$ cat config.mk
export PLATFORM = sky130hd
export DESIGN_NAME = mby_gmm_deque_arb
export DESIGN_NICKNAME = d
export VERILOG_FILES = /design/src/rtl/mby_gmm_pkg.sv /design/src/rtl/mby_gmm_dq_fifo.sv /design/src/rtl/mby_gmm_deque_arb.sv
export SDC_FILE = /design/constraint.sdc
export NUM_CORES = 1
export LEC_CHECK = 0
export CAP_MARGIN = 20
export CORE_MARGIN = 10
export CORE_UTILIZATION = 55
export DETAILED_ROUTE_END_ITERATION = 10
export DONT_BUFFER_PORTS = 1
export MAX_ROUTING_LAYER = met4
export PLACE_DENSITY = 0.7
export SYNTH_ARGS = -nofsm -noshare
export SYNTH_HDL_FRONTEND = slang
export SYNTH_SLANG_ARGS = --single-unit
$ cat constraint.sdc
create_clock -name cclk -period 5.2 [get_ports cclk]
set_input_delay 1.04 -clock cclk [delete_from_list [all_inputs] [get_ports cclk]]
set_output_delay 1.04 -clock cclk [all_outputs]
set_load 0.05 [all_outputs]
$ cat src/rtl/mby_gmm_pkg.sv
// ============================================================================
//  Package     : mby_gmm_pkg
//  Description : Shared types and defaults for the GMM north dequeue arbiter.
//                Defines the dequeue payload record, default sizing for the
//                arbiter, and the width of the per-requester grant counters.
//  Revision    : 1.0  initial release
// ============================================================================
`default_nettype none

package mby_gmm_pkg;

    // Dequeue payload as carried on the mby_deque_from_vp stream.
    typedef struct packed {
        logic [3:0]  vp;    // egress virtual-port partition id
        logic [11:0] qid;   // queue identifier to dequeue from
    } mby_deque_t;

    localparam int MBY_DEQUE_W           = $bits(mby_deque_t);
    localparam int MBY_GMM_DQ_NUM_REQ    = 4;
    localparam int MBY_GMM_DQ_FIFO_DEPTH = 4;
    localparam int MBY_GMM_DQ_GCNT_W     = 16;

endpackage

`default_nettype wire

$ cat src/rtl/mby_gmm_dq_fifo.sv
// ============================================================================
//  Module      : mby_gmm_dq_fifo
//  Description : Small synchronous FIFO buffering one requester's dequeues.
//                Read data is the current head (show-ahead). The caller must
//                only push when not full and only pop when not empty.
//  Ports       : cclk, reset_n        clock / async active-low reset
//                push, wdata          write strobe and data
//                pop, rdata           read strobe and head-of-queue data
//                full, empty, count   occupancy status
//  Revision    : 1.0  initial release
// ============================================================================
`default_nettype none

module mby_gmm_dq_fifo
    import mby_gmm_pkg::*;
#(
    parameter  int DEPTH = MBY_GMM_DQ_FIFO_DEPTH,
    parameter  int WIDTH = MBY_DEQUE_W,
    localparam int AW    = $clog2(DEPTH),
    localparam int CW    = AW + 1
) (
    input  logic             cclk,
    input  logic             reset_n,
    input  logic             push,
    input  logic [WIDTH-1:0] wdata,
    input  logic             pop,
    output logic [WIDTH-1:0] rdata,
    output logic             full,
    output logic             empty,
    output logic [CW-1:0]    count
);

    logic [WIDTH-1:0] mem [DEPTH];
    logic [AW-1:0]    wr_ptr;
    logic [AW-1:0]    rd_ptr;

    // Storage carries no reset: contents are only observed when count != 0.
    always_ff @(posedge cclk) begin
        if (push) begin
            mem[wr_ptr] <= wdata;
        end
    end

    // Pointers wrap naturally because DEPTH is a power of two.
    always_ff @(posedge cclk or negedge reset_n) begin
        if (!reset_n) begin
            wr_ptr <= '0;
            rd_ptr <= '0;
            count  <= '0;
        end else begin
            if (push) begin
                wr_ptr <= wr_ptr + 1'b1;
            end
            if (pop) begin
                rd_ptr <= rd_ptr + 1'b1;
            end
            case ({push, pop})
                2'b10:   count <= count + 1'b1;
                2'b01:   count <= count - 1'b1;
                default: count <= count;
            endcase
        end
    end

    assign rdata = mem[rd_ptr];
    assign full  = (count == CW'(DEPTH));
    assign empty = (count == '0);

endmodule

`default_nettype wire

$ cat src/rtl/mby_gmm_deque_arb.sv
// ============================================================================
//  Module      : mby_gmm_deque_arb
//  Description : Dequeue arbiter in front of the GMM north dequeue port.
//                Buffers requests per partition, grants round-robin onto one
//                registered output stream, and holds grants off during pod
//                ring stall.
//  Ports       : cclk, reset_n          clock / async active-low reset
//                req_valid/deque/ready  per-partition request handshake
//                pod_ring_stall_in      blocks new grants while high
//                deque_valid, mby_deque_from_vp  registered granted dequeue
//                ovf_err                sticky push-while-full flags
//                grant_cnt              saturating per-partition grant counts
//  Revision    : 1.0  initial release
// ============================================================================
`default_nettype none

module mby_gmm_deque_arb
    import mby_gmm_pkg::*;
#(
    parameter int NUM_REQ    = MBY_GMM_DQ_NUM_REQ,
    parameter int FIFO_DEPTH = MBY_GMM_DQ_FIFO_DEPTH
) (
    input  logic                                        cclk,
    input  logic                                        reset_n,
    input  logic       [NUM_REQ-1:0]                    req_valid,
    input  mby_deque_t [NUM_REQ-1:0]                    req_deque,
    output logic       [NUM_REQ-1:0]                    req_ready,
    input  logic                                        pod_ring_stall_in,
    output logic                                        deque_valid,
    output mby_deque_t                                  mby_deque_from_vp,
    output logic       [NUM_REQ-1:0]                    ovf_err,
    output logic       [NUM_REQ-1:0][MBY_GMM_DQ_GCNT_W-1:0] grant_cnt
);

    localparam int PTR_W = $clog2(NUM_REQ);
    localparam int SUM_W = PTR_W + 1;
    localparam int CW    = $clog2(FIFO_DEPTH) + 1;

    logic [NUM_REQ-1:0]     push;
    logic [NUM_REQ-1:0]     pop;
    logic [NUM_REQ-1:0]     full;
    logic [NUM_REQ-1:0]     empty;
    logic [NUM_REQ-1:0]     eligible;
    logic [CW-1:0]          count [NUM_REQ];
    logic [MBY_DEQUE_W-1:0] head  [NUM_REQ];

    logic [PTR_W-1:0]       rr_ptr;
    logic [PTR_W-1:0]       rr_next;
    logic [PTR_W-1:0]       grant_idx;
    logic                   grant_any;
    logic [2*NUM_REQ-1:0]   dbl;
    logic [NUM_REQ-1:0]     rot;
    logic [PTR_W-1:0]       off;
    logic [SUM_W-1:0]       sum;

    generate
        for (genvar i = 0; i < NUM_REQ; i++) begin : g_req
            // Ready looks only at the registered count, so a push arriving in
            // the same cycle as a pop of a full FIFO is still refused.
            assign req_ready[i] = (count[i] != CW'(FIFO_DEPTH));
            assign push[i]      = req_valid[i] & req_ready[i];
            assign pop[i]       = grant_any & (grant_idx == PTR_W'(i));
            assign eligible[i]  = ~empty[i];

            mby_gmm_dq_fifo #(
                .DEPTH (FIFO_DEPTH),
                .WIDTH (MBY_DEQUE_W)
            ) u_fifo (
                .cclk    (cclk),
                .reset_n (reset_n),
                .push    (push[i]),
                .wdata   (req_deque[i]),
                .pop     (pop[i]),
                .rdata   (head[i]),
                .full    (full[i]),
                .empty   (empty[i]),
                .count   (count[i])
            );
        end
    endgenerate

    // Round-robin: rotate a doubled eligibility vector so rr_ptr sits at bit
    // 0, take the lowest set bit, then map the offset back to an index.
    always_comb begin
        dbl       = {eligible, eligible};
        rot       = NUM_REQ'(dbl >> rr_ptr);
        grant_any = 1'b0;
        off       = '0;
        for (int k = NUM_REQ - 1; k >= 0; k--) begin
            if (rot[k]) begin
                grant_any = 1'b1;
                off       = PTR_W'(k);
            end
        end
        grant_any = grant_any & ~pod_ring_stall_in;
        sum       = {1'b0, rr_ptr} + {1'b0, off};
        if (sum >= SUM_W'(NUM_REQ)) begin
            sum = sum - SUM_W'(NUM_REQ);
        end
        grant_idx = sum[PTR_W-1:0];
        rr_next   = (grant_idx == PTR_W'(NUM_REQ - 1)) ? '0 : grant_idx + 1'b1;
    end

    always_ff @(posedge cclk or negedge reset_n) begin
        if (!reset_n) begin
            rr_ptr            <= '0;
            deque_valid       <= 1'b0;
            mby_deque_from_vp <= '0;
            ovf_err           <= '0;
            grant_cnt         <= '0;
        end else begin
            deque_valid <= grant_any;
            if (grant_any) begin
                rr_ptr            <= rr_next;
                mby_deque_from_vp <= mby_deque_t'(head[grant_idx]);
            end
            for (int i = 0; i < NUM_REQ; i++) begin
                if (req_valid[i] && full[i]) begin
                    ovf_err[i] <= 1'b1;
                end
                if (pop[i] && (grant_cnt[i] != '1)) begin
                    grant_cnt[i] <= grant_cnt[i] + 1'b1;
                end
            end
        end
    end

endmodule

`default_nettype wire
Word-level counts from Yosys, hierarchy flattened
Memory sizes are Yosys's and may differ from the RTL's.
Cells that the tools add are included.
{ "op_classes": {"addsub": 23, "multipliers": 0, "n_div": 0, "order_cmp": 2, "n_eq_ne": 23, "shift": 1, "mux": 25, "bitwise": 15, "reduce_logical": 17} }
{ "op_table": {"columns": ["cell", "n"], "rows": [
  ["adder 16 x 1 -> 16 bit (second input constant)", 4],
  ["!= test 16 bit (second input constant)", 4],
  ["binary-select mux 16 bit (select 2 bit)", 1],
  ["2-to-1 mux 16 bit", 2],
  ["one-hot mux 3 bit (2 select lines)", 4],
  ["adder 2 x 1 -> 2 bit (second input constant)", 9],
  ["adder 3 x 1 -> 3 bit (second input constant)", 4],
  ["equality test 2 bit (second input constant)", 6],
  ["equality test 3 bit (second input constant)", 4],
  ["zero test 3 bit", 4],
  ["2-to-1 mux 1 bit", 12],
  ["2-to-1 mux 2 bit", 6],
  ["!= test 3 bit (second input constant)", 4],
  ["subtractor 3 x 1 -> 3 bit (second input constant)", 4],
  ["equality test 2 x 1 -> 1 bit (second input constant)", 5],
  ["AND 1 bit", 9],
  ["logical AND 1 bit", 8],
  ["nonzero test 2 bit", 4],
  ["right shift 8 x 2 -> 4 bit", 1],
  [">= comparator 3 bit (second input constant)", 2],
  ["NOT 1 bit", 5],
  ["adder 2 x 2 -> 3 bit", 1],
  ["NOT 2 -> 3 bit", 1],
  ["zero test 2 bit", 1],
  ["subtractor 2 x 1 -> 2 bit (second input constant)", 1]
]} }
{ "word_totals": {"reg_bits": 115, "latchBits": 0, "ramBits": 256, "rom_bits": 0, "input_bits": 71, "out_inout_bits": 89, "wordCells": 134, "n_memories": 4} }
{ "mem_list": {"columns": ["memory", "words", "word_bits", "read_ports", "rd_ports_with_merged_regs", "write_ports", "line", "rtl"], "rows": [
  ["g_req[0].u_fifo.mem", 4, 16, 1, 0, 1, "mby_gmm_dq_fifo.sv:33", "logic [WIDTH-1:0] mem [DEPTH];"],
  ["g_req[1].u_fifo.mem", 4, 16, 1, 0, 1, "mby_gmm_dq_fifo.sv:33", null],
  ["g_req[2].u_fifo.mem", 4, 16, 1, 0, 1, "mby_gmm_dq_fifo.sv:33", null],
  ["g_req[3].u_fifo.mem", 4, 16, 1, 0, 1, "mby_gmm_dq_fifo.sv:33", null]
]} }

Logic depth before layout (Yosys ltp)
Gate-level depths: netlist of the first run.
{ "logic_depth": {"word_depth": 14, "mapped_depth": 19, "depth_no_buf": 17} }

By module
A second synthesis of the first run with hierarchy kept.
{ "hier_totals": {"cells_unflattened": 1178, "hier_area_um2": 17252.8} }
{ "by_module_without_submodules": {"columns": ["module", "n_inst", "cells_each", "area_per_inst_um2", "seq_area_each_um2"], "rows": [
  ["mby_gmm_dq_fifo (g_req[0].u_fifo ...)", 3, 120, 2748.9, 2097.0],
  ["mby_gmm_deque_arb", 1, 697, 6258.5, 2177.1],
  ["mby_gmm_dq_fifo (g_req[1].u_fifo)", 1, 121, 2747.6, 2097.0]
]} }

Least setup slack after synthesis of the first run
OpenSTA, ideal clock, no wires.
{ "synth_path": {"path_kind": "register -> register", "from": "reg g_req[1].u_fifo.count[2]", "to": "reg g_req[3].u_fifo.count[2]", "setup_time_ps": 79, "t_arrival_ps": 3816, "t_required_ps": 5121, "path_slack_ps": 1304, "path_stages_with_launch": 19, "n_path_buf": 2, "period_less_slack_ps": 3896, "path_cell_list": "dfrtp_1 -> nor3_1 -> nor3_1 -> a311oi_1 -> o21ai_0 -> ha_1 -> xnor2_1 -> xnor2_4 -> inv_2 -> buf_2 -> ha_1 -> and2_1 -> clkbuf_1 -> ha_1 -> inv_1 -> fa_1 -> xor2_1 -> nor2_1 -> xor2_1"} }
{ "synth_via": {"elab_chain_len": 14, "elab_cells_between_ends": 22, "cone_classes": "add/sub (2); order compare (1); eq/ne (3); shift (1); mux (10); bitwise (3); reduce/logical (2)"} }
{ "synth_rtl": {"columns": ["item", "line", "rtl"], "rows": [
  ["start: declaration", "mby_gmm_dq_fifo.sv:30", "output logic [CW-1:0] count"],
  ["start signal: assignment", "mby_gmm_dq_fifo.sv:58", "2'b10: count <= count + 1'b1;"],
  ["start signal: assignment", "mby_gmm_dq_fifo.sv:59", "2'b01: count <= count - 1'b1;"],
  ["start signal: assignment", "mby_gmm_dq_fifo.sv:60", "default: count <= count;"],
  ["zero test 3 bit (*)", "mby_gmm_dq_fifo.sv:67", "assign empty = (count == '0);"],
  ["NOT 1 bit (*)", "mby_gmm_deque_arb.sv:63", "assign eligible[i] = ~empty[i];"],
  ["right shift 8 x 2 -> 4 bit (*)", "mby_gmm_deque_arb.sv:86", "rot = NUM_REQ'(dbl >> rr_ptr);"],
  ["2-to-1 mux 2 bit (4 in a row)", "mby_gmm_deque_arb.sv:90", "if (rot[k]) begin"],
  ["adder 2 x 2 -> 3 bit", "mby_gmm_deque_arb.sv:96", "sum = {1'b0, rr_ptr} + {1'b0, off};"],
  [">= comparator 3 bit or subtractor 2 x 1 -> 2 bit (tied branches)", "mby_gmm_deque_arb.sv:97, mby_gmm_deque_arb.sv:98", null],
  ["2-to-1 mux 2 bit", "mby_gmm_deque_arb.sv:97", "if (sum >= SUM_W'(NUM_REQ)) begin"],
  ["equality test 2 bit", "mby_gmm_deque_arb.sv:62", "assign pop[i] = grant_any & (grant_idx == PTR_W'(i));"],
  ["AND 1 bit (*)", "mby_gmm_deque_arb.sv:62", null],
  ["via g_req[3].u_fifo.pop", "mby_gmm_dq_fifo.sv:26", "input logic pop,"],
  ["equality test 2 x 1 -> 1 bit or equality test 2 bit (tied branches)", "mby_gmm_dq_fifo.sv:57", "case ({push, pop})"],
  ["one-hot mux 3 bit (2 select lines) or nonzero test 2 bit (tied branches)", null, null],
  ["end signal: assignment", "mby_gmm_dq_fifo.sv:58", null],
  ["end signal: assignment", "mby_gmm_dq_fifo.sv:59", null],
  ["end signal: assignment", "mby_gmm_dq_fifo.sv:60", null],
  ["end: declaration", "mby_gmm_dq_fifo.sv:30", null]
]} }
The timed path passes the listed nets; every way through them passes the cells marked *.
A chain may end at the register's enable or synchronous reset.

Worst setup path after layout of the first run
{ "layout_path": {"from": "reg g_req[1].u_fifo.count[2]", "to": "reg g_req[0].u_fifo.count[2]"} }
{ "layout_via": {"elab_chain_len": 14, "elab_cells_between_ends": 22, "cone_classes": "add/sub (2); order compare (1); eq/ne (2); shift (1); mux (10); bitwise (3); reduce/logical (3)"} }
{ "layout_rtl": {"columns": ["item", "line"], "rows": [
  ["zero test 3 bit (*)", "mby_gmm_dq_fifo.sv:67"],
  ["NOT 1 bit (*)", "mby_gmm_deque_arb.sv:63"],
  ["right shift 8 x 2 -> 4 bit (*)", "mby_gmm_deque_arb.sv:86"],
  ["2-to-1 mux 2 bit (4 in a row)", "mby_gmm_deque_arb.sv:90"],
  ["adder 2 x 2 -> 3 bit", "mby_gmm_deque_arb.sv:96"],
  [">= comparator 3 bit or subtractor 2 x 1 -> 2 bit (tied branches)", "mby_gmm_deque_arb.sv:97, mby_gmm_deque_arb.sv:98"],
  ["2-to-1 mux 2 bit", "mby_gmm_deque_arb.sv:97"],
  ["zero test 2 bit", "mby_gmm_deque_arb.sv:62"],
  ["AND 1 bit (*)", "mby_gmm_deque_arb.sv:62"],
  ["via g_req[0].u_fifo.pop", "mby_gmm_dq_fifo.sv:26"],
  ["equality test 2 x 1 -> 1 bit or equality test 2 bit (tied branches)", "mby_gmm_dq_fifo.sv:57"],
  ["one-hot mux 3 bit (2 select lines) or nonzero test 2 bit (tied branches)", null],
  ["end signal: assignment", "mby_gmm_dq_fifo.sv:58"],
  ["end signal: assignment", "mby_gmm_dq_fifo.sv:59"],
  ["end signal: assignment", "mby_gmm_dq_fifo.sv:60"],
  ["end: declaration", "mby_gmm_dq_fifo.sv:30"]
]} }
Marked as above.

==> results by group, run 1 <==
Power
  • Pwr Density: 635 nW/µm²
  • Worst IR Drop VDD: 0.000359 V
  • Total power draw: 0.0108 W
  • Leak pwr: 6.28 nW

Place
  • Post-DP Area: 15900 µm²
  • Placed Cells incl. Taps: 1268
  • Port bufs: 0
  • Final HPWL DP: 21200 µm
  • Final Wtd Congestion: 0.750

Synthesis
  • Mapped Area: 15500 µm²
  • Top cell type's share of synthesized area: 49.6%
  • Yosys reg bits: 371
  • Count of mapped cells out of synthesis: 920
  • Post-synthesis sequential area ratio: 68.1%
  • Avg Inst Size Synth: 16.9 µm²
  • Syn_nets: 1021
  • Cell taking the most area after synthesis: edfxtp_1
  • Ys async rst share: 31.0%
  • Top FF cell, synth: edfxtp_1
  • Post-synth EDFFs: 256
  • Synth area leaders: edfxtp_1, dfrtp_1, mux4_2
  • Post-synth top cells: edfxtp_1, dfrtp_1, mux4_2
  • Cell variety after synth: 51
  • Most numerous cell in the Yosys netlist: edfxtp_1
  • Ys Warns: 0

Timing
  • F_max: 210 MHz
  • Setup-failing EPs final: 0
  • Worst-Margin Slew: 0.936 ns
  • Post-layout min period: 4.77 ns
  • RSZ-0062 raised after global routing: false
  • Sum Neg Setup Slack: 0 ns
  • Final worst-path cycle share: 91.7%
  • Slew margin rel.: 37.6%
  • Max Slew Vio Count: 0
  • Final Hold Fails: 0
  • Clk_skew: 0.0190 ns

Drt
  • Vias: 7779
  • DR DRC count: 0
  • Drt pass-1 iters: 5
  • Routed Antenna Nets: 0
  • Routed WL: 31000 µm
  • Routed WL per cell: 23.2 µm
  • DR vias/cell: 5.81
  • Starting DRT DRC Count: 615

GRT
  • GRT Util Overall: 18.1%
  • Antenna violations before repair: 0
  • Vias in the first global route: 7975
  • Gr ovfl total: 0
  • First-pass GRT wire length: 48600 µm
  • Largest net degree at the start of global routing: 116

Worst setup path
  • R2R cell count: 16
  • Crit-path max FO: 28
  • Reg2reg setup slack: 0.43 ns
  • Startpoint Class: flip-flop
  • Reg-to-reg endpoint: g_req[0].u_fifo.count[2]$_DFFE_PN0P_
  • Crit-path slowest cell: xnor2_4
  • Setup crit end kind: flip-flop
  • Crit-path leading delay family: XOR/XNOR gates
  • R2r startpoint: g_req[1].u_fifo.count[2]$_DFFE_PN0P_
  • Buf+Inv Stages, Crit Path: 3
  • Critical Path RT: 5.64 ns
  • WS Path Type: flip-flop to flip-flop
  • Crit path largest cell delay: 0.72 ns
  • CP Data Arrival Time: 5.21 ns
  • Crit path cell chain: nor3_1 -> nor3_1 -> a311oi_1 -> o21ai_0 -> ha_2 -> xnor2_1 -> xnor2_4 -> inv_2 -> buf_4 -> nor2_1 -> ha_1 -> inv_1 -> fa_1 -> xor2_1 -> nor2_1 -> xor2_1

Finish
  • Antenna cells: 0
  • Util after Layout: 61.4%
  • Final cell count without fillers: 1338
  • Finished Cell Area: 17100 µm²
  • Final net count: 1031
  • Fraction of layout cells with a size suffix above 1: 16.9%
  • Area grow syn2layout: 10.0%
  • FILL cells: 2051

Floorplan
  • Initial core utilization: 55.8%
  • Total core area: 27800 µm²
  • Die area: 35300 µm²
  • Io pins: 160
  • Num rows: 61
  • DIE WIDTH: 188 µm
  • Die height: 188 µm

CTS
  • Htree depth: 2
  • CTS Buf Count: 38
  • Clk_lat worst skew: 0.53 ns
  • Worst-case clock buffer depth: 3
  • CTS Sinks: 371
  • Clock transition at path regs: 0.06 ns
  • # resized after CTS: 0
  • CTS tree: yes
  • Clk root buf: clkbuf_16

Job
  • Max Cap Viol: 0

Run status
  • Outcome: finished, final reports clean

Hold path
  • Hold Crit Class: input pin to asynchronous set/reset pin
## cells in the final DEF (no fill, tap or decap), drive strengths merged, types with 15 or more instances in the layout
| cell type | Yosys | layout |
|---|---|---|
| edfxtp | 256 | 256 |
| dfrtp | 115 | 115 |
| mux4 | 64 | 64 |
| clkbuf | 23 | 58 |
| xnor2 | 45 | 45 |
| nor3 | 43 | 43 |
| xor2 | 41 | 41 |
| nand2 | 37 | 37 |
| mux2i | 35 | 35 |
| and3 | 32 | 32 |
| inv | 28 | 30 |
| nand3 | 27 | 27 |
| ha | 26 | 26 |
| nor2 | 25 | 25 |
| a211o | 16 | 16 |
| nand4 | 15 | 15 |
| nor4 | 15 | 15 |
## stage by stage
step / setup WS [ns] / hold slack, ns
after floorplan: 1.30 / 0.495
final: 0.433 / 0.203
after CTS: 0.441 / 0.180
after global placement: 0.620 / 0.519
after global routing: 0.0148 / 0.181
after detailed placement: 0.456 / 0.526
## kinds of logic (layout without fill, tap and decap cells)
kind of cell | count (synthesis) | after routing | synth area share (%)
flip-flops | 371 | 371 | 68.1
AO/OA/AOI/OAI | 37 | 37 | 1.98
multiplexers | 108 | 108 | 12.2
AND/OR/NAND/NOR | 220 | 220 | 8.23
buffers and inverters | 68 | 108 | 1.89
adder cells (fa/ha/maj) | 30 | 30 | 2.61
XOR/XNOR | 86 | 86 | 4.98
## what timing repair did
action | CTS | global route
buffers inserted | 0 | 0
hold buffers | 0 | 0
setup endpoints to repair | 0 | 1
## metal layers
metal | up-vias | track usage [%] | part of all wire, %
met4 | 0 | 4.18 | 1.7
li1 | 3560 | - | -
met5 | - | - | 0
met1 | 3955 | 22.3 | 40
met2 | 226 | 27.6 | 48
met3 | 38 | 7.29 | 10
## power by group
group | switching (W) | internal (W)
Combinational | 0.00183 | 0.00141
Sequential | 0.00110 | 0.00391
Clock | 0.00110 | 0.00148
## final cells by class
| type | instances | area (µm²) | area share [%] |
|---|---|---|---|
| clock inverter | 12 | 126 | 0.740 |
| multi-input combinational | 481 | 4660 | 27.3 |
| inverter | 28 | 105 | 0.616 |
| timing repair buffer | 10 | 75.1 | 0.440 |
| sequential | 371 | 10600 | 61.9 |
| clock buffer | 58 | 1070 | 6.25 |
| tap | 378 | 473 | 2.77 |
## worst max-delay path by stage
| stage | from | to | slack, ns | depth (start not counted) |
|---|---|---|---|---|
| after floorplan | g_req[1].u_fifo.count[2]$_DFFE_PN0P_ | g_req[3].u_fifo.count[2]$_DFFE_PN0P_ | 1.30 | 18 |
| after global placement | g_req[1].u_fifo.count[2]$_DFFE_PN0P_ | g_req[1].u_fifo.count[2]$_DFFE_PN0P_ | 0.62 | 16 |
| after detailed placement | g_req[1].u_fifo.count[2]$_DFFE_PN0P_ | g_req[0].u_fifo.count[2]$_DFFE_PN0P_ | 0.46 | 16 |
| after CTS | g_req[1].u_fifo.count[2]$_DFFE_PN0P_ | g_req[0].u_fifo.count[2]$_DFFE_PN0P_ | 0.44 | 16 |
| after global routing | g_req[3].u_fifo.count[2]$_DFFE_PN0P_ | g_req[1].u_fifo.count[2]$_DFFE_PN0P_ | 0.01 | 16 |
| final | g_req[1].u_fifo.count[2]$_DFFE_PN0P_ | g_req[0].u_fifo.count[2]$_DFFE_PN0P_ | 0.43 | 16 |
## worst register-to-register path, delay by kind of cell (launching register included)
family / cells / cell delay (ns)
XOR/XNOR: 4 / 1.21
AND/OR/NAND/NOR: 4 / 1.03
buffers and inverters: 3 / 0.80
adder cells (fa/ha/maj): 3 / 0.79
flip-flops: 1 / 0.43
AO/OA/AOI/OAI: 2 / 0.41
## flip-flops by register name (all words and copies together) (netlist names), 2 cells and up
name	flops
g_req.u_fifo.count	12
g_req.u_fifo.mem	256
g_req.u_fifo.rd_ptr	8
g_req.u_fifo.wr_ptr	8
grant_cnt	64
mby_deque_from_vp	16
ovf_err	4
rr_ptr	2
Power figures use the tool's default switching activity.
==> run 2: changes to the inputs <==
==> constraint.sdc (replaced) <==
create_clock -name cclk -period 5.9 [get_ports cclk]
set_input_delay 1.18 -clock cclk [delete_from_list [all_inputs] [get_ports cclk]]
set_output_delay 1.18 -clock cclk [all_outputs]
set_load 0.05 [all_outputs]
==> results by group, run 2 (synthesized netlist as in run 1, its figures left out) <==
Worst setup path
  • Startpoint Class: flip-flop
  • Critical path depth in cells: 16 (unchanged)
  • Crit-path max FO: 28 (unchanged)
  • Crit path launch: g_req[3].u_fifo.count[2]$_DFFE_PN0P_
  • Reg2reg setup slack: 1.29 ns (+0.85 ns)
  • Crit-path leading delay family: XOR/XNOR gates
  • Buf+Inv Stages, Crit Path: 2 (-1)
  • Setup crit end kind: flip-flop
  • Critical Path RT: 6.30 ns (+0.66 ns)
  • Crit-path slowest cell: xnor2_4
  • Reg-to-reg endpoint: g_req[3].u_fifo.count[2]$_DFFE_PN0P_
  • R2r startpoint: g_req[3].u_fifo.count[2]$_DFFE_PN0P_
  • Crit path largest cell delay: 0.73 ns (about the same)
  • CP Data Arrival Time: 5.01 ns (-0.20 ns)
  • Worst setup path end: g_req[3].u_fifo.count[2]$_DFFE_PN0P_
  • R2R cell count: 16 (unchanged)
  • Crit path cell chain: nor3_1 -> nand3_1 -> o311a_1 -> o21ai_0 -> ha_2 -> xnor2_1 -> xnor2_4 -> inv_2 -> ha_1 -> and2_1 -> ha_1 -> inv_1 -> fa_1 -> xor2_1 -> nor2_1 -> xor2_1
  • WS Path Type: flip-flop to flip-flop

CTS
  • # resized after CTS: 0 (unchanged)
  • CTS Sinks: 371 (unchanged)
  • CTS tree: yes
  • Clock transition at path regs: 0.06 ns (about the same)
  • Clk_lat worst skew: 0.53 ns (about the same)
  • Post-CTS setup buffers: 0 (unchanged)
  • Htree depth: 2 (unchanged)
  • Clk root buf: clkbuf_16
  • Worst-case clock buffer depth: 3 (unchanged)
  • CTS Buf Count: 38 (unchanged)
  • Cts hold-fix bufs: 0 (unchanged)

GRT
  • Gr ovfl total: 0 (unchanged)
  • GRT Util Overall: 17.9% (-0.17 points)
  • Antenna violations before repair: 0 (unchanged)
  • First-pass GRT wire length: 48000 µm (-1.3%)
  • Vias in the first global route: 7889 (-1.1%)
  • Largest net degree at the start of global routing: 116 (unchanged)

Floorplan
  • Num rows: 61 (unchanged)
  • Io pins: 160 (unchanged)
  • DIE WIDTH: 188 µm (unchanged)
  • Die height: 188 µm (unchanged)
  • Initial core utilization: 55.8% (unchanged)
  • Die area: 35300 µm² (unchanged)
  • Total core area: 27800 µm² (unchanged)

Finish
  • Fraction of layout cells with a size suffix above 1: 17.1% (+0.19 points)
  • Storage cell area: 10600 µm² (unchanged)
  • Commonest non-fill, non-tap cells in the layout: edfxtp_1, dfrtp_1, mux4_2, xnor2_1, nor3_1
  • Final net count: 1029 (-0.19%)
  • Largest register FFs: 256 (unchanged)
  • Antenna cells: 0 (unchanged)
  • Multi-input gate area: 4660 µm² (unchanged)
  • Reg with most FFs: g_req.u_fifo.mem
  • FILL cells: 2042 (-0.44%)
  • Finished Cell Area: 17100 µm² (about the same)
  • Largest regs: g_req.u_fifo.mem (256), grant_cnt (64), mby_deque_from_vp (16)
  • Area grow syn2layout: 9.99% (about the same)
  • Commonest non-fill, non-tap cell in the layout: edfxtp_1

Hold path
  • Hold Crit Class: input pin to asynchronous set/reset pin

Job
  • Max Cap Viol: 0 (unchanged)

Timing
  • Max Slew Vio Count: 0 (unchanged)
  • Post-layout min period: 4.61 ns (-0.153 ns)
  • RSZ-0062 raised after global routing: false
  • Worst-Margin Slew: 1.07 ns (+0.133 ns)
  • Slew margin rel.: 28.5% (-9.1 points)
  • Sum Neg Setup Slack: 0 ns (unchanged)
  • Final Hold Fails: 0 (unchanged)
  • Setup-failing EPs final: 0 (unchanged)
  • F_max: 217 MHz (+3.3%)
  • Final worst-path cycle share: 78.2% (-13 points)
  • Clk_skew: 0.0160 ns (-0.00298 ns)

Drt
  • Vias: 7772 (-0.090%)
  • Routed WL per cell: 23.4 µm (+0.92%)
  • Starting DRT DRC Count: 446 (-27%)
  • DR vias/cell: 5.83 (+0.28%)
  • Routed Antenna Nets: 0 (unchanged)
  • Drt pass-1 iters: 5 (unchanged)
  • DR DRC count: 0 (unchanged)
  • Routed WL: 31200 µm (+0.54%)

Place
  • Post-DP Area: 15900 µm² (about the same)
  • Final HPWL DP: 21000 µm (-0.68%)
  • Final Wtd Congestion: 0.802 (+7.0%)
  • Port bufs: 0 (unchanged)

Power
  • Leak pwr: 6.28 nW (about the same)
  • Worst IR Drop VDD: 0.000358 V (-0.29%)
  • Pwr Density: 561 nW/µm² (-12%)

Run status
  • Outcome: finished, final reports clean
run 2: power by group:
| part | switching [W] | internal, W | total, W |
|---|---|---|---|
| combinational | 0.00162 | 0.00124 | 0.00286 |
| sequential | 0.000978 | 0.00344 | 0.00442 |
| clock | 0.000944 | 0.00134 | 0.00229 |
run 2: how the worst min path moves through the flow:
stage | slack (ns) | to | from | cells past startpoint
2_1_floorplan | 0.50 | g_req[2].u_fifo.count[2]$_DFFE_PN0P_ | g_req[2].u_fifo.count[2]$_DFFE_PN0P_ | 1
3_3_place_gp | 0.51 | g_req[3].u_fifo.count[2]$_DFFE_PN0P_ | g_req[3].u_fifo.count[2]$_DFFE_PN0P_ | 1
3_5_place_dp | 0.53 | g_req[1].u_fifo.count[2]$_DFFE_PN0P_ | g_req[1].u_fifo.count[2]$_DFFE_PN0P_ | 1
4_1_cts | 0.33 | g_req[1].u_fifo.wr_ptr[1]$_DFFE_PN0P_ | reset_n | 0
5_1_grt | 0.33 | grant_cnt[5]$_DFFE_PN0P_ | reset_n | 0
6_report | 0.35 | grant_cnt[5]$_DFFE_PN0P_ | reset_n | 0
run 2: per-layer routing:
layer | routed length [µm] | GRT usage [%]
met5 | 0 | -
met4 | 451 | 4.18
met3 | 3030 | 7.38
met2 | 15100 | 27.8
met1 | 12600 | 21.6
run 2: final cells by class:
cell class | instances | area share, %
flip-flops and latches | 371 | 61.9
multi-input cells | 481 | 27.3
clock buffers | 52 | 6.18
well taps | 378 | 2.77
clock inverters | 15 | 0.851
inverters | 28 | 0.616
repair buffers | 8 | 0.352
run 2: per-stage QoR:
step                      power, W  util (%)  hold slack, ns  cells  setup slack [ns]
final                      0.00957      61.4           0.353   1333              1.29
after global placement     0.00734      57.1           0.513   1266              1.46
after global routing        0.0101      61.4           0.331   1333             0.864
after CTS                  0.00970      61.4           0.335   1333              1.28
after detailed placement   0.00739      57.1           0.526   1266              1.32
after floorplan            0.00659         -           0.495    920              2.00
run 2: worst reg2reg max path: stages (launching register included):
cell and delay, ns:
dfrtp_1 0.42, nor3_1 0.64, nand3_1 0.17, o311a_1 0.16
o21ai_0 0.20, ha_2 0.23, xnor2_1 0.15, xnor2_4 0.73
inv_2 0.39, ha_1 0.37, and2_1 0.21, ha_1 0.24
inv_1 0.07, fa_1 0.17, xor2_1 0.14, nor2_1 0.06
xor2_1 0.14
==> run 3: changes to the inputs <==
==> constraint.sdc (replaced) <==
create_clock -name cclk -period 4.3 [get_ports cclk]
set_input_delay 0.86 -clock cclk [delete_from_list [all_inputs] [get_ports cclk]]
set_output_delay 0.86 -clock cclk [all_outputs]
set_load 0.05 [all_outputs]
==> results by group, run 3 (synthesized netlist as in run 1, its figures left out) <==
Run status
  • Outcome: finished, final reports clean

Finish
  • Area grow syn2layout: 10.7%
  • Fraction of layout cells with a size suffix above 1: 17.6% (+0.51 points)
  • Reg with most FFs: g_req.u_fifo.mem
  • Antenna cells: 0 (unchanged)
  • Commonest non-fill, non-tap cells in the layout: edfxtp_1, dfrtp_1, mux4_2, xnor2_1, nor3_1
  • Final net count: 1037 (+0.78%)
  • FILL cells: 2029 (-0.64%)
  • Commonest non-fill, non-tap cell in the layout: edfxtp_1
  • Largest regs: g_req.u_fifo.mem (256), grant_cnt (64), mby_deque_from_vp (16)
  • Largest register FFs: 256 (unchanged)

CTS
  • Clk root buf: clkbuf_16
  • Clk_lat worst skew: 0.53 ns (about the same)
  • Worst-case clock buffer depth: 3 (unchanged)
  • # resized after CTS: 0 (unchanged)
  • Post-CTS setup buffers: 0 (unchanged)
  • Htree depth: 2 (unchanged)
  • CTS Buf Count: 39 (+2.6%)
  • CTS tree: yes
  • Cts hold-fix bufs: 0 (unchanged)
  • CTS Sinks: 371 (unchanged)
  • Clock transition at path regs: 0.06 ns (about the same)

GRT
  • Vias in the first global route: 7935 (+0.58%)
  • First-pass GRT wire length: 47800 µm (-0.27%)
  • Gr ovfl total: 0 (unchanged)
  • Antenna violations before repair: 0 (unchanged)
  • GRT Util Overall: 17.8% (-0.11 points)
  • Largest net degree at the start of global routing: 116 (unchanged)

Worst setup path
  • Crit-path slowest cell: nor3_1
  • Crit-path max FO: 21 (-25%)
  • CP Data Arrival Time: 4.38 ns (-0.63 ns)
  • R2R cell count: 16 (unchanged)
  • Crit path launch: g_req[3].u_fifo.count[2]$_DFFE_PN0P_
  • Critical Path RT: 4.73 ns (-1.57 ns)
  • Setup crit end kind: flip-flop
  • Crit path cell chain: nor3_1 -> a2111oi_0 -> a21oi_1 -> o21ai_0 -> ha_2 -> xnor2_1 -> xnor2_4 -> inv_2 -> buf_4 -> nor2_1 -> ha_1 -> inv_1 -> fa_1 -> xor2_1 -> nor2_1 -> xor2_1
  • WS Path Type: flip-flop to flip-flop
  • Crit path largest cell delay: 0.64 ns (-0.09 ns)
  • Worst setup path end: g_req[1].u_fifo.count[2]$_DFFE_PN0P_
  • Crit-path leading delay family: simple AND/OR/NAND/NOR gates
  • Startpoint Class: flip-flop
  • Reg-to-reg endpoint: g_req[1].u_fifo.count[2]$_DFFE_PN0P_
  • Buf+Inv Stages, Crit Path: 3 (+1)
  • R2r startpoint: g_req[3].u_fifo.count[2]$_DFFE_PN0P_
  • Critical path depth in cells: 16 (unchanged)
  • Reg2reg setup slack: 0.35 ns (-0.93 ns)

Place
  • Final Wtd Congestion: 0.781 (-2.7%)
  • Port bufs: 0 (unchanged)
  • Final HPWL DP: 21000 µm (about the same)

Timing
  • Post-layout min period: 3.95 ns (-0.668 ns)
  • Sum Neg Setup Slack: 0 ns (unchanged)
  • Final worst-path cycle share: 91.8% (+14 points)
  • Max Slew Vio Count: 0 (unchanged)
  • Slew margin rel.: 39.0% (+10 points)
  • Clk_skew: 0.0253 ns (+0.00927 ns)
  • Setup-failing EPs final: 0 (unchanged)
  • RSZ-0062 raised after global routing: false
  • Worst-Margin Slew: 0.916 ns (-0.153 ns)
  • F_max: 253 MHz (+17%)
  • Final Hold Fails: 0 (unchanged)

Job
  • Max Cap Viol: 0 (unchanged)

Floorplan
  • Total core area: 27800 µm² (unchanged)
  • Die height: 188 µm (unchanged)
  • Die area: 35300 µm² (unchanged)
  • DIE WIDTH: 188 µm (unchanged)
  • Io pins: 160 (unchanged)
  • Num rows: 61 (unchanged)
  • Initial core utilization: 55.8% (unchanged)

Power
  • Clk pwr share: 24.0% (about the same)
  • Combinational Power Share: 30.0% (about the same)
  • Switch share: 36.8% (-0.18 points)
  • Net switching power: 0.00488 W (+38%)
  • Internal: 0.00837 W (+39%)
  • Worst IR Drop VDD: 0.000465 V (+30%)
  • Sequential power share: 46.0% (-0.2 points)
  • Pwr Density: 771 nW/µm² (+38%)
  • Total power draw: 0.0132 W (+38%)
  • Leak pwr: 6.33 nW (+0.75%)

Hold path
  • Hold Crit Class: input pin to asynchronous set/reset pin

Drt
  • Routed Antenna Nets: 0 (unchanged)
  • Drt pass-1 iters: 4 (-1)
  • Vias: 7830 (+0.75%)
  • Routed WL: 30800 µm (-1.0%)
  • DR vias/cell: 5.82 (-0.15%)
  • Routed WL per cell: 22.9 µm (-1.9%)
  • DR DRC count: 0 (unchanged)
  • Starting DRT DRC Count: 449 (+0.67%)
==> run 3: cell type report <==
cell class / count / area, µm² / share of cell area, %
flip-flops and latches: 371 / 10600 / 61.5
multi-input cells: 481 / 4660 / 27.1
clock buffers: 61 / 1120 / 6.52
well taps: 378 / 473 / 2.75
repair buffers: 15 / 153 / 0.889
inverters: 28 / 105 / 0.612
clock inverters: 11 / 100 / 0.583
==> run 3: worst min-delay path by stage <==
| stage | start | endpoint | cells after the start | slack [ns] |
|---|---|---|---|---|
| after detailed placement | g_req[1].u_fifo.count[0]$_DFFE_PN0P_ | g_req[1].u_fifo.count[0]$_DFFE_PN0P_ | 1 | 0.52 |
| after CTS | reset_n | g_req[0].u_fifo.wr_ptr[1]$_DFFE_PN0P_ | 0 | 0.01 |
| after floorplan | g_req[2].u_fifo.count[2]$_DFFE_PN0P_ | g_req[2].u_fifo.count[2]$_DFFE_PN0P_ | 1 | 0.50 |
| after global placement | g_req[2].u_fifo.count[0]$_DFFE_PN0P_ | g_req[2].u_fifo.count[0]$_DFFE_PN0P_ | 1 | 0.52 |
| final | reset_n | g_req[0].u_fifo.wr_ptr[1]$_DFFE_PN0P_ | 0 | 0.03 |
| after global routing | reset_n | g_req[0].u_fifo.wr_ptr[1]$_DFFE_PN0P_ | 0 | 0.005 |
==> run 3: power by group through the flow <==
stage	Sequential [W]	Combinational, W	Clock [W]
floorplan	0.00578	0.00326	0
global placement	0.00623	0.00389	0
detailed placement	0.00627	0.00393	0
CTS	0.00620	0.00394	0.00324
global route	0.00622	0.00437	0.00338
finish	0.00610	0.00397	0.00318
==> run 3: metal layers <==
| layer | wire length (µm) | GRT usage [%] |
|---|---|---|
| met1 | 12400 | 22.0 |
| met2 | 14700 | 26.8 |
| met3 | 2990 | 6.75 |
| met4 | 796 | 5.35 |
| met5 | 0 | - |
==> run 3: worst register-to-register path: stages (launching register included) <==
cell	delay [ns]
dfrtp_1	0.43
nor3_1	0.64
a2111oi_0	0.22
a21oi_1	0.14
o21ai_0	0.11
ha_2	0.20
xnor2_1	0.41
xnor2_4	0.18
inv_2	0.05
buf_4	0.20
nor2_1	0.22
ha_1	0.22
inv_1	0.06
fa_1	0.37
xor2_1	0.15
nor2_1	0.11
xor2_1	0.15
==> run 3: stage by stage <==
| stage | instance area, µm² | worst slack, ns | utilization, % | std cells | hold WS [ns] |
|---|---|---|---|---|---|
| 2_1_floorplan | 15500 | 0.404 | - | 920 | 0.495 |
| 3_3_place_gp | 15900 | 0.568 | 57.2 | 1271 | 0.518 |
| 3_5_place_dp | 15900 | 0.398 | 57.2 | 1271 | 0.524 |
| 4_1_cts | 17100 | 0.372 | 61.6 | 1343 | 0.0104 |
| 5_1_grt | 17200 | 0.0716 | 61.8 | 1345 | 0.00548 |
| 6_report | 17200 | 0.354 | 61.8 | 1345 | 0.0296 |
